==> config.mk <==
export PLATFORM = sky130hd
export DESIGN_NAME = pipe_ctrl
export DESIGN_NICKNAME = d
export VERILOG_FILES = /design/src/rtl/pipe_ctrl_pkg.sv /design/src/rtl/pipe_hazard_det.sv /design/src/rtl/pipe_ctrl.sv
export SDC_FILE = /design/constraint.sdc
export NUM_CORES = 1
export LEC_CHECK = 0
export BUFFER_PORTS_ARGS = -buffer_cell sky130_fd_sc_hd__buf_2
export CAP_MARGIN = 20
export CORE_ASPECT_RATIO = 1.25
export CORE_MARGIN = 8
export CORE_UTILIZATION = 53
export DETAILED_ROUTE_END_ITERATION = 8
export PLACE_DENSITY = 0.85
export SLEW_MARGIN = 10
export SYNTH_ARGS = -nofsm -noshare
export SYNTH_HDL_FRONTEND = slang
export SYNTH_SLANG_ARGS = --single-unit
==> constraint.sdc <==
create_clock -name clk -period 5.3 [get_ports clk]
set_clock_uncertainty 0.1 [all_clocks]
set_input_delay 0.53 -clock clk [delete_from_list [all_inputs] [get_ports clk]]
set_output_delay 0.53 -clock clk [all_outputs]
set_load 0.03 [all_outputs]
==> src/rtl/pipe_ctrl_pkg.sv <==
// rtl/pipe_ctrl_pkg.sv - shared types and constants for the pipeline sequencing controller
// Purpose: FSM state encodings, the NOP word used for flush/bubble, and the
//          default address/register widths of the core.
package pipe_ctrl_pkg;

  localparam int AW_DEF = 16;
  localparam int RW_DEF = 5;

  // addi x0, x0, 0 : the word IF/ID and EX are loaded with on flush/bubble
  localparam logic [31:0] NOP_INSN = 32'h0000_0013;

  typedef enum logic [2:0] {
    ST_IDLE  = 3'd0,
    ST_RUN   = 3'd1,
    ST_STALL = 3'd2,
    ST_FLUSH = 3'd3,
    ST_HALT  = 3'd4,
    ST_STEP  = 3'd5
  } pipe_state_e;

endpackage

==> src/rtl/pipe_hazard_det.sv <==
// rtl/pipe_hazard_det.sv - combinational load-use hazard comparator
// Purpose: flags when the ID instruction reads a register that the load in EX
//          has not yet written back.
// Ports:   id_valid_i, id_rs1_i/id_rs2_i, id_use1_i/id_use2_i describe the ID
//          instruction; ex_load_i/ex_rd_i describe EX; hazard_o is the result.
module pipe_hazard_det
  import pipe_ctrl_pkg::*;
#(
  parameter int RW = RW_DEF
) (
  input  logic          id_valid_i,
  input  logic [RW-1:0] id_rs1_i,
  input  logic [RW-1:0] id_rs2_i,
  input  logic          id_use1_i,
  input  logic          id_use2_i,
  input  logic          ex_load_i,
  input  logic [RW-1:0] ex_rd_i,
  output logic          hazard_o
);

  logic rs1_hit;
  logic rs2_hit;

  assign rs1_hit = id_use1_i & (id_rs1_i == ex_rd_i);
  assign rs2_hit = id_use2_i & (id_rs2_i == ex_rd_i);

  // x0 is never written, so a load targeting it cannot create a dependency
  assign hazard_o = id_valid_i & ex_load_i & (ex_rd_i != '0) & (rs1_hit | rs2_hit);

endmodule

==> src/rtl/pipe_ctrl.sv <==
// rtl/pipe_ctrl.sv - IF/ID/EX pipeline sequencing controller
// Purpose: each cycle decides PC advance/redirect, IF/ID load/flush/hold and
//          EX bubble; handles taken branches, load-use stalls, HALT opcode and
//          debug halt/step/resume. Owns no datapath state.
// Ports:   start_i, dbg_*_i       - run control and debug interface
//          id_*_i, ex_*_i         - ID/EX instruction info for hazard and HALT
//          br_taken_i/br_target_i - branch resolution from EX
//          pc_*_o, ifid_*_o, ex_bubble_o - pipeline control (combinational)
//          halted_o, state_o, cyc_cnt_o, stall_cnt_o - status (registered)
module pipe_ctrl
  import pipe_ctrl_pkg::*;
#(
  parameter int AW        = AW_DEF,
  parameter int RW        = RW_DEF,
  parameter int LOAD_LAT  = 2,
  parameter int FLUSH_CYC = 1
) (
  input  logic          clk,
  input  logic          rst,
  input  logic          start_i,
  input  logic          dbg_halt_i,
  input  logic          dbg_step_i,
  input  logic          dbg_resume_i,
  input  logic          id_valid_i,
  input  logic          id_halt_i,
  input  logic [RW-1:0] id_rs1_i,
  input  logic [RW-1:0] id_rs2_i,
  input  logic          id_use1_i,
  input  logic          id_use2_i,
  input  logic          ex_load_i,
  input  logic [RW-1:0] ex_rd_i,
  input  logic          br_taken_i,
  input  logic [AW-1:0] br_target_i,
  output logic          pc_en_o,
  output logic          pc_load_o,
  output logic [AW-1:0] pc_target_o,
  output logic          ifid_en_o,
  output logic          ifid_flush_o,
  output logic          ex_bubble_o,
  output logic          halted_o,
  output logic [2:0]    state_o,
  output logic [31:0]   cyc_cnt_o,
  output logic [15:0]   stall_cnt_o
);

  localparam logic [3:0] SCNT_INIT = 4'(LOAD_LAT - 1);
  localparam logic [1:0] FCNT_INIT = 2'(FLUSH_CYC);

  pipe_state_e state_q, state_d;
  logic [3:0]  scnt_q, scnt_d;
  logic [1:0]  fcnt_q, fcnt_d;
  logic [31:0] cyc_cnt_q;
  logic [15:0] stall_cnt_q;
  logic        hazard;
  logic        stall_hit;
  logic        id_is_halt;

  pipe_hazard_det #(.RW(RW)) u_hazard (
    .id_valid_i (id_valid_i),
    .id_rs1_i   (id_rs1_i),
    .id_rs2_i   (id_rs2_i),
    .id_use1_i  (id_use1_i),
    .id_use2_i  (id_use2_i),
    .ex_load_i  (ex_load_i),
    .ex_rd_i    (ex_rd_i),
    .hazard_o   (hazard)
  );

  assign id_is_halt  = id_valid_i & id_halt_i;
  assign pc_target_o = br_target_i;
  assign state_o     = state_q;
  assign cyc_cnt_o   = cyc_cnt_q;
  assign stall_cnt_o = stall_cnt_q;

  always_comb begin
    pc_en_o      = 1'b0;
    pc_load_o    = 1'b0;
    ifid_en_o    = 1'b0;
    ifid_flush_o = 1'b0;
    ex_bubble_o  = 1'b0;
    halted_o     = 1'b0;
    stall_hit    = 1'b0;
    state_d      = state_q;
    scnt_d       = scnt_q;
    fcnt_d       = fcnt_q;

    unique case (state_q)
      ST_IDLE: begin
        ifid_flush_o = 1'b1;
        ex_bubble_o  = 1'b1;
        if (start_i) state_d = ST_RUN;
      end

      ST_RUN, ST_STALL: begin
        if (br_taken_i) begin
          // redirect wins over everything, including an in-progress stall
          pc_load_o    = 1'b1;
          pc_en_o      = 1'b1;
          ifid_flush_o = 1'b1;
          ex_bubble_o  = 1'b1;
          scnt_d       = '0;
          if (FLUSH_CYC > 0) begin
            state_d = ST_FLUSH;
            fcnt_d  = FCNT_INIT;
          end else begin
            state_d = ST_RUN;
          end
        end else if (state_q == ST_STALL) begin
          ex_bubble_o = 1'b1;
          stall_hit   = 1'b1;
          // the detecting RUN cycle is the first stall cycle, so STALL
          // covers the remaining LOAD_LAT-1 cycles
          if (scnt_q <= 4'd1) begin
            scnt_d  = '0;
            state_d = ST_RUN;
          end else begin
            scnt_d = scnt_q - 4'd1;
          end
        end else if (id_is_halt) begin
          ex_bubble_o = 1'b1;
          state_d     = ST_HALT;
        end else if (hazard) begin
          ex_bubble_o = 1'b1;
          stall_hit   = 1'b1;
          if (LOAD_LAT > 1) begin
            state_d = ST_STALL;
            scnt_d  = SCNT_INIT;
          end
        end else if (dbg_halt_i) begin
          ex_bubble_o = 1'b1;
          state_d     = ST_HALT;
        end else begin
          pc_en_o   = 1'b1;
          ifid_en_o = 1'b1;
        end
      end

      ST_FLUSH: begin
        // EX holds a bubble here, so any br_taken is stale and ignored
        pc_en_o      = 1'b1;
        ifid_flush_o = 1'b1;
        ex_bubble_o  = 1'b1;
        if (fcnt_q <= 2'd1) begin
          fcnt_d  = '0;
          state_d = ST_RUN;
        end else begin
          fcnt_d = fcnt_q - 2'd1;
        end
      end

      ST_HALT: begin
        halted_o    = 1'b1;
        ex_bubble_o = 1'b1;
        // a held HALT opcode pins the core here until reset
        if (dbg_resume_i) begin
          if (!id_is_halt) state_d = ST_RUN;
        end else if (dbg_step_i && !id_is_halt) begin
          state_d = ST_STEP;
        end
      end

      ST_STEP: begin
        if (br_taken_i) begin
          pc_load_o    = 1'b1;
          pc_en_o      = 1'b1;
          ifid_flush_o = 1'b1;
          ex_bubble_o  = 1'b1;
        end else begin
          pc_en_o   = 1'b1;
          ifid_en_o = 1'b1;
        end
        state_d = ST_HALT;
      end

      default: state_d = ST_IDLE;
    endcase
  end

  always_ff @(posedge clk or posedge rst) begin
    if (rst) begin
      state_q     <= ST_IDLE;
      scnt_q      <= '0;
      fcnt_q      <= '0;
      cyc_cnt_q   <= '0;
      stall_cnt_q <= '0;
    end else begin
      state_q <= state_d;
      scnt_q  <= scnt_d;
      fcnt_q  <= fcnt_d;
      if (state_q == ST_RUN || state_q == ST_STALL || state_q == ST_FLUSH)
        cyc_cnt_q <= cyc_cnt_q + 32'd1;
      // counts every load-use hold cycle, including the detecting RUN cycle
      if (stall_hit && stall_cnt_q != 16'hFFFF)
        stall_cnt_q <= stall_cnt_q + 16'd1;
    end
  end

endmodule
==> results.tsv, run 1 <==
stage	metric	value	unit
sta	RSZ-0062 raised after global routing	no	
synth	mux cell area share after synthesis	0.00993	
sta	Fin Hold WS	295	ps
power_and_ir_drop	Leakage Power	1.92	nW
power_and_ir_drop	Peak supply drop	0.000268	V
power_and_ir_drop	Logic pwr share	0.324	
floorplanning	Site Rows	31	
routing	highest routed layer	met4	
floorplanning	Die ar.	0.00868	mm2
clocking	# hold bufs at CTS	0	
power_and_ir_drop	total chip power	1.46	mW
clocking	CTS sink cnt	57	
layout	Layout Cells excl Fill	455	
sta	minimum clock period	3070	ps
clocking	Worst-Skew Late Latency	330	ps
critical_path	WP buf/inv	3	
routing	Final ANT Viol Nets	0	
placed_design	GP Congestion	0.794	
global_route	initial antenna violation count	0	
layout	Final Util	0.640	
routing	WL met2	3340	um
critical_path	largest fanout on the critical path	4	
synth	Cell Area, Synth	0.00315	mm2
run	MaxCap Viol Count	0	
critical_path	Critical Path RT	4670	ps
synth	Async S/R FF share, synth	1.00	
clocking	Resize count post-CTS	0	
worst_hold_path	Hold Path Class	in -> async	
sta	final max-slew violation count	0	
synth	Synth cell types	48	
clocking	clk buf depth	2	
power_and_ir_drop	Switching Fraction	0.396	
synth	top cell type by total area after synthesis	dfrtp_1	
synth	syn_area_per_cell	10.0	um2
synth	Synth top area share	0.453	
synth	top_reg_cell synth	dfrtp_1	
floorplanning	num ports	116	
placed_design	# placed instances	439	
sta	setup TNS	0	ps
placed_design	dpl cell area	0.00350	mm2
power_and_ir_drop	Pint	0.885	mW
synth	largest family of logic cells by synthesized area	simple AND/OR/NAND/NOR gates	
floorplanning	Initial Util	0.545	
synth	cells after synthesis	314	
clocking	setup bufs post-CTS	0	
floorplanning	Core Area	0.00578	mm2
routing	routed length per instance	15.0	um
global_route	via count of the first global-routing pass	2486	
layout	# nets final	431	
clocking	CTS buffer count	9	
routing	final WL	6820	um
critical_path	WS Path Type	in -> out	
critical_path	CP Cell Sequence	buf_2 > or4_1 > o211ai_2 > inv_1 > a221o_1 > nor2b_4 > a221oi_2 > buf_2	
global_route	GRT Resource Usage Total	0.162	
clocking	Worst-path clk slew	70	ps
synth	largest cells by area after synthesis	dfrtp_1 (45%), xnor2_1 (10%), xor2_1 (5.8%)	
critical_path	Critical-path top delay cell	or4_1	
power_and_ir_drop	Psw	0.579	mW
synth	sequential fraction of the synthesis area	0.453	
clocking	Root Buffer	clkbuf_8	
sta	PnR worst setup slack	2230	ps
clocking	TritonCTS clock tree	done	
critical_path	arrival time worst endpoint	2440	ps
critical_path	CP delay by family, top	compound AO/OA/AOI/OAI gates	
power_and_ir_drop	Power Density	396	mW/mm2
routing	DRT met1 WL	2890	um
critical_path	Crit. End Element	output pin	
clocking	# H-tree levels	3	
sta	Max Clk Rate	0.326	GHz
placed_design	PortBufs	83	
layout	layout cells sized above 1	0.288	
global_route	gr ovfl total	0	
critical_path	largest stage delay on the critical path	550	ps
placed_design	Worst Setup Slack post-DPL	2220	ps
run_status	status	finished, final reports clean	
synth	#FFs+latches synth	57	
sta	Setup violations, final	0	
synth	Post-Synth XOR/XNOR Area	0.161	
global_route	first-pass GRT wire length	11400	um
layout	final instance area	0.00370	mm2
critical_path	crit start category	input pin	
routing	post-DR vias/cell	5.53	
synth	syn nets	361	
layout	antenna cells	0	
floorplanning	Die Wd	84.9	um
synth	count leader, synth	dfrtp_1	
sta	final hold vios	0	
routing	Vias	2516	
synth	Post-synth EDFFs	0	
floorplanning	chip height	102	um
routing	DR pass1 iterations	4	
synth	Compound-Gate Fraction of Synth Area	0.0850	
layout	Layout area overhead	17.5	%
synth	adder-cell share of the synthesized area	0.0159	
synth	YS warnings	0	
sta	Tcrit/Tclk final	0.579	
global_route	pin count of the biggest net entering global routing	58	
sta	Worst Tran Pin Value	733	ps
power_and_ir_drop	clock power share	0.282	
synth	Synth Area in Simple Gates	0.216	
sta	Max-Slew Margin vs Limit	0.512	
placed_design	HPWL Detailed	5030	um
power_and_ir_drop	Reg power frac	0.394	
routing	Routed met3 length	524	um
routing	initial detailed-routing violation count	89	
critical_path	cell mode on critical path	buf_2	
synth	synth cell count leaders	dfrtp_1 (57), xnor2_1 (37), nand2_1 (28)	
routing	DRC viols	0	
state kept, by name, summed over array words and instances, names as in the netlist:
signal and flops:
scnt_q 4, stall_cnt_o 16, state_o 3, cyc_cnt_o 32
fcnt_q 2
worst reg2reg max path, cell delays in order, from the launching register on:
cell      delay [ps]
dfrtp_1          650
o21bai_2         420
nor4_4           460
nand4_1          290
nor2_1           360
nand3_1          150
xnor2_1          150
layout make-up:
class	instances	area (um2)
multi-input cells	225	1540
clock inverters	5	53.8
fillers	469	2080
well taps	66	82.6
inverters	7	26.3
flip-flops and latches	57	1430
repair buffers	84	423
clock buffers	11	151
per-layer routing:
metal / vias to the layer above / GRT usage
li1: 1225 / -
met1: 1194 / 0.183
met2: 89 / 0.270
met3: 8 / 0.0619
met4: 0 / 0.0687
met5: - / 0
power by group through the flow:
stage,sequential [mW],combinational [mW],clock (mW)
after global routing,0.589,0.517,0.441
final,0.577,0.474,0.412
after detailed placement,0.585,0.473,0
after CTS,0.577,0.479,0.420
after floorplan,0.609,0.349,0
after global placement,0.580,0.461,0
cells by family (layout without fill, tap and decap cells):
group,Yosys count,after routing
AO/OA/AOI/OAI,35,35
XOR/XNOR,58,58
adder cells (fa/ha/maj),4,4
buffers and inverters,32,107
flip-flops,57,57
multiplexers,3,3
AND/OR/NAND/NOR,125,125
path summary, 6_finish.rpt:
check / slack (ps) / to / cells after the start / from
hold reg to reg: 360 / cyc_cnt_o[31] / 1 / cyc_cnt_o[31]
min in group clk: 360 / cyc_cnt_o[31] / 1 / cyc_cnt_o[31]
setup reg to reg: 2600 / cyc_cnt_o[27] / 6 / state_o[2]
max in group asynchronous: 4350 / scnt_q[0] / 3 / rst
hold / removal: 300 / cyc_cnt_o[21] / 3 / rst
setup / recovery: 2230 / pc_en_o / 8 / ex_rd_i[1]
layout by cell type, fill, tap and decap left out, drive strengths merged, types with 4 or more instances in the layout:
cell and instances:
nor4 6, xor2 21, xnor2 37, and3 8, nand3 19, nand2 28
buf 84, dfrtp 57, nor3 12, inv 7, o21ai 4, nand4 14
nor2 21, ha 4, clkbuf 11, clkinv 4, a21oi 9
No activity file was read; power rests on OpenSTA's default activity.
==> run 2, diff against run 1 <==
Settings changed: ABC_AREA from default to 1, CORE_UTILIZATION 53 to 46, PLACE_DENSITY 0.85 to 0.76.
Clock period 5.3 ns to 2.5 ns, I/O delays scaled along.
==> results.tsv, run 2 <==
stage	metric	value	unit
layout	Layout area overhead	18.2	%
power_and_ir_drop	clock power share	0.277	
placed_design	# placed instances	621	
power_and_ir_drop	Psw	1.52	mW
clocking	# hold bufs at CTS	1	
critical_path	CP delay by family, top	simple AND/OR/NAND/NOR gates	
layout	antenna cells	0	
run	MaxCap Viol Count	0	
sta	Setup violations, final	0	
clocking	setup bufs post-CTS	0	
sta	final hold vios	0	
worst_hold_path	Hold Path Class	in -> reg	
routing	initial detailed-routing violation count	67	
synth	count leader, synth	nand2_1	
sta	final max-slew violation count	0	
layout	max reg flops	32	
routing	post-DR vias/cell	4.97	
clocking	Resize count post-CTS	0	
routing	routed length per instance	12.9	um
synth	syn nets	508	
clocking	CTS buffer count	9	
critical_path	cell mode on critical path	nand2_1	
power_and_ir_drop	Switching Fraction	0.428	
layout	layout cells sized above 1	0.241	
clocking	Root Buffer	clkbuf_8	
power_and_ir_drop	Leakage Power	2.28	nW
synth	Post-synth EDFFs	0	
critical_path	WP buf/inv	2	
run_status	status	finished, final reports clean	
routing	Vias	3169	
power_and_ir_drop	Pint	2.04	mW
routing	DRC viols	0	
floorplanning	Site Rows	36	
critical_path	arrival time worst endpoint	1940	ps
synth	synth cell count leaders	nand2_1 (137), dfrtp_1 (57), nor2_1 (41)	
power_and_ir_drop	Peak supply drop	0.000684	V
global_route	first-pass GRT wire length	13600	um
synth	#FFs+latches synth	57	
synth	syn_area_per_cell	7.70	um2
power_and_ir_drop	total chip power	3.56	mW
placed_design	GP Congestion	0.913	
global_route	GRT Resource Usage Total	0.157	
critical_path	Crit. End Element	output pin	
floorplanning	Die ar.	0.0108	mm2
sta	Max Clk Rate	0.436	GHz
clocking	TritonCTS clock tree	done	
sta	Max-Slew Margin vs Limit	0.621	
synth	Async S/R FF share, synth	1.00	
clocking	Worst-path clk slew	70	ps
sta	Tcrit/Tclk final	0.917	
power_and_ir_drop	Logic pwr share	0.386	
routing	final WL	8240	um
global_route	via count of the first global-routing pass	3120	
layout	Layout Cells excl Fill	638	
critical_path	crit start category	register	
floorplanning	Die Wd	94.6	um
floorplanning	Initial Util	0.463	
synth	cells after synthesis	461	
critical_path	Critical Path RT	2150	ps
floorplanning	num ports	116	
synth	largest cells by area after synthesis	dfrtp_1 (40%), nand2_1 (14%), xnor2_1 (6.7%)	
clocking	Worst-Skew Late Latency	350	ps
synth	Cell Area, Synth	0.00355	mm2
synth	top cell type by total area after synthesis	dfrtp_1	
clocking	clk buf depth	2	
clocking	CTS sink cnt	57	
sta	minimum clock period	2290	ps
critical_path	Critical-path top delay cell	dfrtp_1	
power_and_ir_drop	Reg power frac	0.337	
synth	YS warnings	0	
placed_design	HPWL Detailed	6370	um
synth	Synth cell types	29	
power_and_ir_drop	Power Density	848	mW/mm2
sta	RSZ-0062 raised after global routing	no	
sta	setup TNS	0	ps
floorplanning	chip height	114	um
critical_path	CP Cell Sequence	inv_2 > nand3_2 > nand2_1 > nand2_1 > nand2_1 > nor2_1 > o21ai_0 > buf_2	
critical_path	WS Path Type	reg -> out	
clocking	# H-tree levels	3	
critical_path	largest fanout on the critical path	9	
placed_design	PortBufs	83	
layout	highest-count cells in the layout ignoring fill and taps	nand2_1 (137), buf_2 (83), dfrtp_1 (57), nor2_1 (41), inv_1 (39)	
sta	PnR worst setup slack	209	ps
placed_design	Worst Setup Slack post-DPL	576	ps
routing	DR pass1 iterations	4	
floorplanning	Core Area	0.00766	mm2
routing	Final ANT Viol Nets	0	
layout	# nets final	585	
synth	sequential fraction of the synthesis area	0.402	
synth	Synth top area share	0.402	
global_route	pin count of the biggest net entering global routing	33	
sta	Worst Tran Pin Value	567	ps
critical_path	largest stage delay on the critical path	430	ps
layout	most common cell after layout, fill and taps aside	nand2_1	
synth	top_reg_cell synth	dfrtp_1	
global_route	initial antenna violation count	0	
global_route	gr ovfl total	0	
[run 2: changes by cell type after synthesis, sizes merged, moves of 5 or more]
cell / change
and3: -8
inv: +44
nand2: +111
nand3: +11
nand4: +12
nor2: +28
nor3: +7
nor4: -5
o21ai: +5
xnor2: -10
[run 2: path summary, 6_finish.rpt]
kind | from | endpoint | slack, ps | cells past startpoint
hold reg to reg | cyc_cnt_o[30] | cyc_cnt_o[30] | 390 | 1
setup reg to reg | stall_cnt_o[0] | stall_cnt_o[13] | 560 | 7
min in group asynchronous | rst | stall_cnt_o[7] | 400 | 3
setup / recovery | state_o[2] | pc_en_o | 210 | 8
max in group asynchronous | rst | cyc_cnt_o[10] | 1320 | 4
hold / removal | dbg_resume_i | state_o[2] | 170 | 4
[run 2: kinds of logic (layout without fill, tap and decap cells)]
| kind of cell | count (synthesis) | in the layout | share of synthesized area |
|---|---|---|---|
| flops | 57 | 57 | 0.402 |
| xor+xnor | 44 | 44 | 0.109 |
| simple gates | 268 | 268 | 0.350 |
| compound gates | 17 | 17 | 0.0282 |
| buf+inv | 71 | 153 | 0.0966 |
| fa+ha+maj | 4 | 4 | 0.0141 |
[run 2: power groups by stage]
stage / Sequential (mW) / Clock (mW) / Combinational [mW]
global placement: 1.21 / 0 / 1.36
detailed placement: 1.22 / 0 / 1.38
global route: 1.23 / 1.06 / 1.52
floorplan: 1.38 / 0 / 0.888
CTS: 1.20 / 1.01 / 1.39
finish: 1.20 / 0.984 / 1.37
[run 2: cell type report]
| class | count | area [um2] |
|---|---|---|
| clock buffer | 9 | 124 |
| clock inverter | 7 | 101 |
| fill | 717 | 3460 |
| inverter | 51 | 191 |
| multi-input combinational | 333 | 1780 |
| sequential | 57 | 1430 |
| tap | 95 | 119 |
| timing repair buffer | 86 | 453 |
[run 2: metal layers]
metal  vias up  routed length, um  global-route usage
li1       1622                  -                   -
met1      1470               3280               0.167
met2        65               4290               0.275
met3        12                508              0.0407
met4         0                163              0.0804
met5         -                  0                   0
[run 2: worst register-to-register path: stages (launching register included)]
cell and delay [ps]:
dfrtp_1 440, ha_1 250, nand3_1 200, nor2_4 200, nand4_4 260, nand3_4 300
nand2_1 80, nand2_1 70
[run 2: metrics by stage]
stage	hold WS, ps	utilization	area, um2
after floorplan	315	-	3550
after global placement	246	0.517	3960
after detailed placement	244	0.517	3960
after CTS	164	0.548	4190
after global routing	180	0.548	4190
final	170	0.548	4190
==> run 3, diff against run 2 <==
Settings changed: CORE_MARGIN 8 to 4.
==> results.tsv, run 3 (synthesis results as in run 2) <==
stage	metric	value	unit
routing	DRC viols	0	
global_route	first-pass GRT wire length	13900	um
power_and_ir_drop	Leakage Power	2.26	nW
placed_design	HPWL Detailed	6150	um
floorplanning	Die Wd	86.6	um
sta	final hold vios	0	
layout	final instance area	0.00414	mm2
placed_design	PortBufs	83	
routing	Vias	3196	
global_route	gr ovfl total	0	
global_route	initial antenna violation count	0	
power_and_ir_drop	Peak supply drop	0.000433	V
sta	RSZ-0062 raised after global routing	no	
layout	max reg flops	32	
clocking	Worst-path clk slew	60	ps
global_route	GRT Resource Usage Total	0.185	
layout	# nets final	584	
floorplanning	Core Area	0.00744	mm2
clocking	clk buf depth	2	
layout	Layout Cells excl Fill	634	
sta	Max Clk Rate	0.449	GHz
placed_design	GP Congestion	0.903	
clocking	Resize count post-CTS	0	
worst_hold_path	Hold Path Class	in -> async	
routing	routed length per instance	12.5	um
clocking	setup bufs post-CTS	0	
global_route	pin count of the biggest net entering global routing	58	
layout	Layout area overhead	16.6	%
floorplanning	Site Rows	35	
power_and_ir_drop	Power Density	824	mW/mm2
floorplanning	Initial Util	0.477	
critical_path	crit start category	register	
sta	Worst Tran Pin Value	707	ps
run_status	status	finished, final reports clean	
clocking	CTS sink cnt	57	
clocking	TritonCTS clock tree	done	
critical_path	Critical Path RT	2150	ps
critical_path	Worst R2R Setup Slack	600	ps
layout	most common cell after layout, fill and taps aside	nand2_1	
critical_path	largest fanout on the critical path	9	
clocking	# H-tree levels	3	
clocking	CTS buffer count	9	
clocking	Worst-Skew Late Latency	330	ps
critical_path	WS Path Type	reg -> out	
floorplanning	num ports	116	
layout	antenna cells	0	
critical_path	Crit. End Element	output pin	
run	MaxCap Viol Count	0	
floorplanning	chip height	106	um
sta	Max-Slew Margin vs Limit	0.529	
global_route	via count of the first global-routing pass	3161	
clocking	Root Buffer	clkbuf_8	
sta	minimum clock period	2230	ps
routing	DR pass1 iterations	4	
sta	Setup violations, final	0	
critical_path	arrival time worst endpoint	1880	ps
critical_path	reg-to-reg critical path startpoint	stall_cnt_o[0]	
layout	highest-count cells in the layout ignoring fill and taps	nand2_1 (137), buf_2 (83), dfrtp_1 (57), nor2_1 (41), inv_1 (39)	
layout	layout cells sized above 1	0.240	
floorplanning	Die ar.	0.00919	mm2
routing	initial detailed-routing violation count	141	
critical_path	reg2reg end	stall_cnt_o[13]	
sta	setup TNS	0	ps
routing	post-DR vias/cell	5.04	
sta	Tcrit/Tclk final	0.891	
routing	Final ANT Viol Nets	0	
sta	final max-slew violation count	0	
placed_design	dpl cell area	0.00394	mm2
routing	final WL	7920	um
placed_design	# placed instances	618	
clocking	# hold bufs at CTS	0	
critical_path	Reg2Reg Depth	7	
[run 3: cell count changes in the layout (fill, tap and decap cells not counted)]
cell and delta:
clkinv_4 -1, clkbuf_1 +1, buf_4 +1, clkinv_2 +2, buf_12 -1, inv_6 -2, dlygate4sd3_1 -1, clkbuf_8 +1
bufinv_16 -1
[run 3: power breakdown]
group / internal [mW] / switching (mW) / leakage [nW]
Combinational: 0.414 / 0.951 / 1.39
Sequential: 1.05 / 0.158 / 0.774
Clock: 0.483 / 0.355 / 0.0953
Total: 1.95 / 1.46 / 2.26
[run 3: how the worst max path moves through the flow]
stage                           from            to  slack [ps]  cells past startpoint
after global routing      state_o[2]       pc_en_o         140                      8
final                     state_o[2]       pc_en_o         270                      8
after CTS                 state_o[2]       pc_en_o         240                      8
after global placement    state_o[2]       pc_en_o         620                      8
after floorplan           state_o[2]  ifid_flush_o         280                      4
after detailed placement  state_o[2]       pc_en_o         610                      8
[run 3: cell type report]
class	count	area, um2
Clock buffer	11	141
Fill cell	744	3310
Sequential cell	57	1430
Multi-Input combinational cell	333	1780
Tap cell	92	115
Clock inverter	5	55.1
Inverter	51	191
Timing Repair Buffer	85	430
[run 3: metrics by stage]
stage | power [mW] | worst slack [ps] | hold WS [ps] | util
floorplan | 2.26 | 284 | 315 | -
global placement | 2.56 | 617 | 366 | 0.530
detailed placement | 2.59 | 610 | 380 | 0.530
CTS | 3.45 | 241 | 33.4 | 0.556
global route | 3.66 | 136 | 77.3 | 0.556
finish | 3.41 | 272 | 11.6 | 0.556
[run 3: metal layers]
metal / up-vias / GRT usage / wire (um)
li1: 1615 / - / -
met1: 1502 / 0.213 / 3270
met2: 68 / 0.329 / 4150
met3: 11 / 0.0372 / 373
met4: 0 / 0.0735 / 121
met5: - / 0 / 0
[run 3: critical path: stages (launching register included)]
cell	delay, ps
dfrtp_1	420
inv_2	150
nand3_2	240
nand2_1	190
nand2_1	110
nand2_1	80
nor2_1	40
o21ai_0	80
buf_2	230
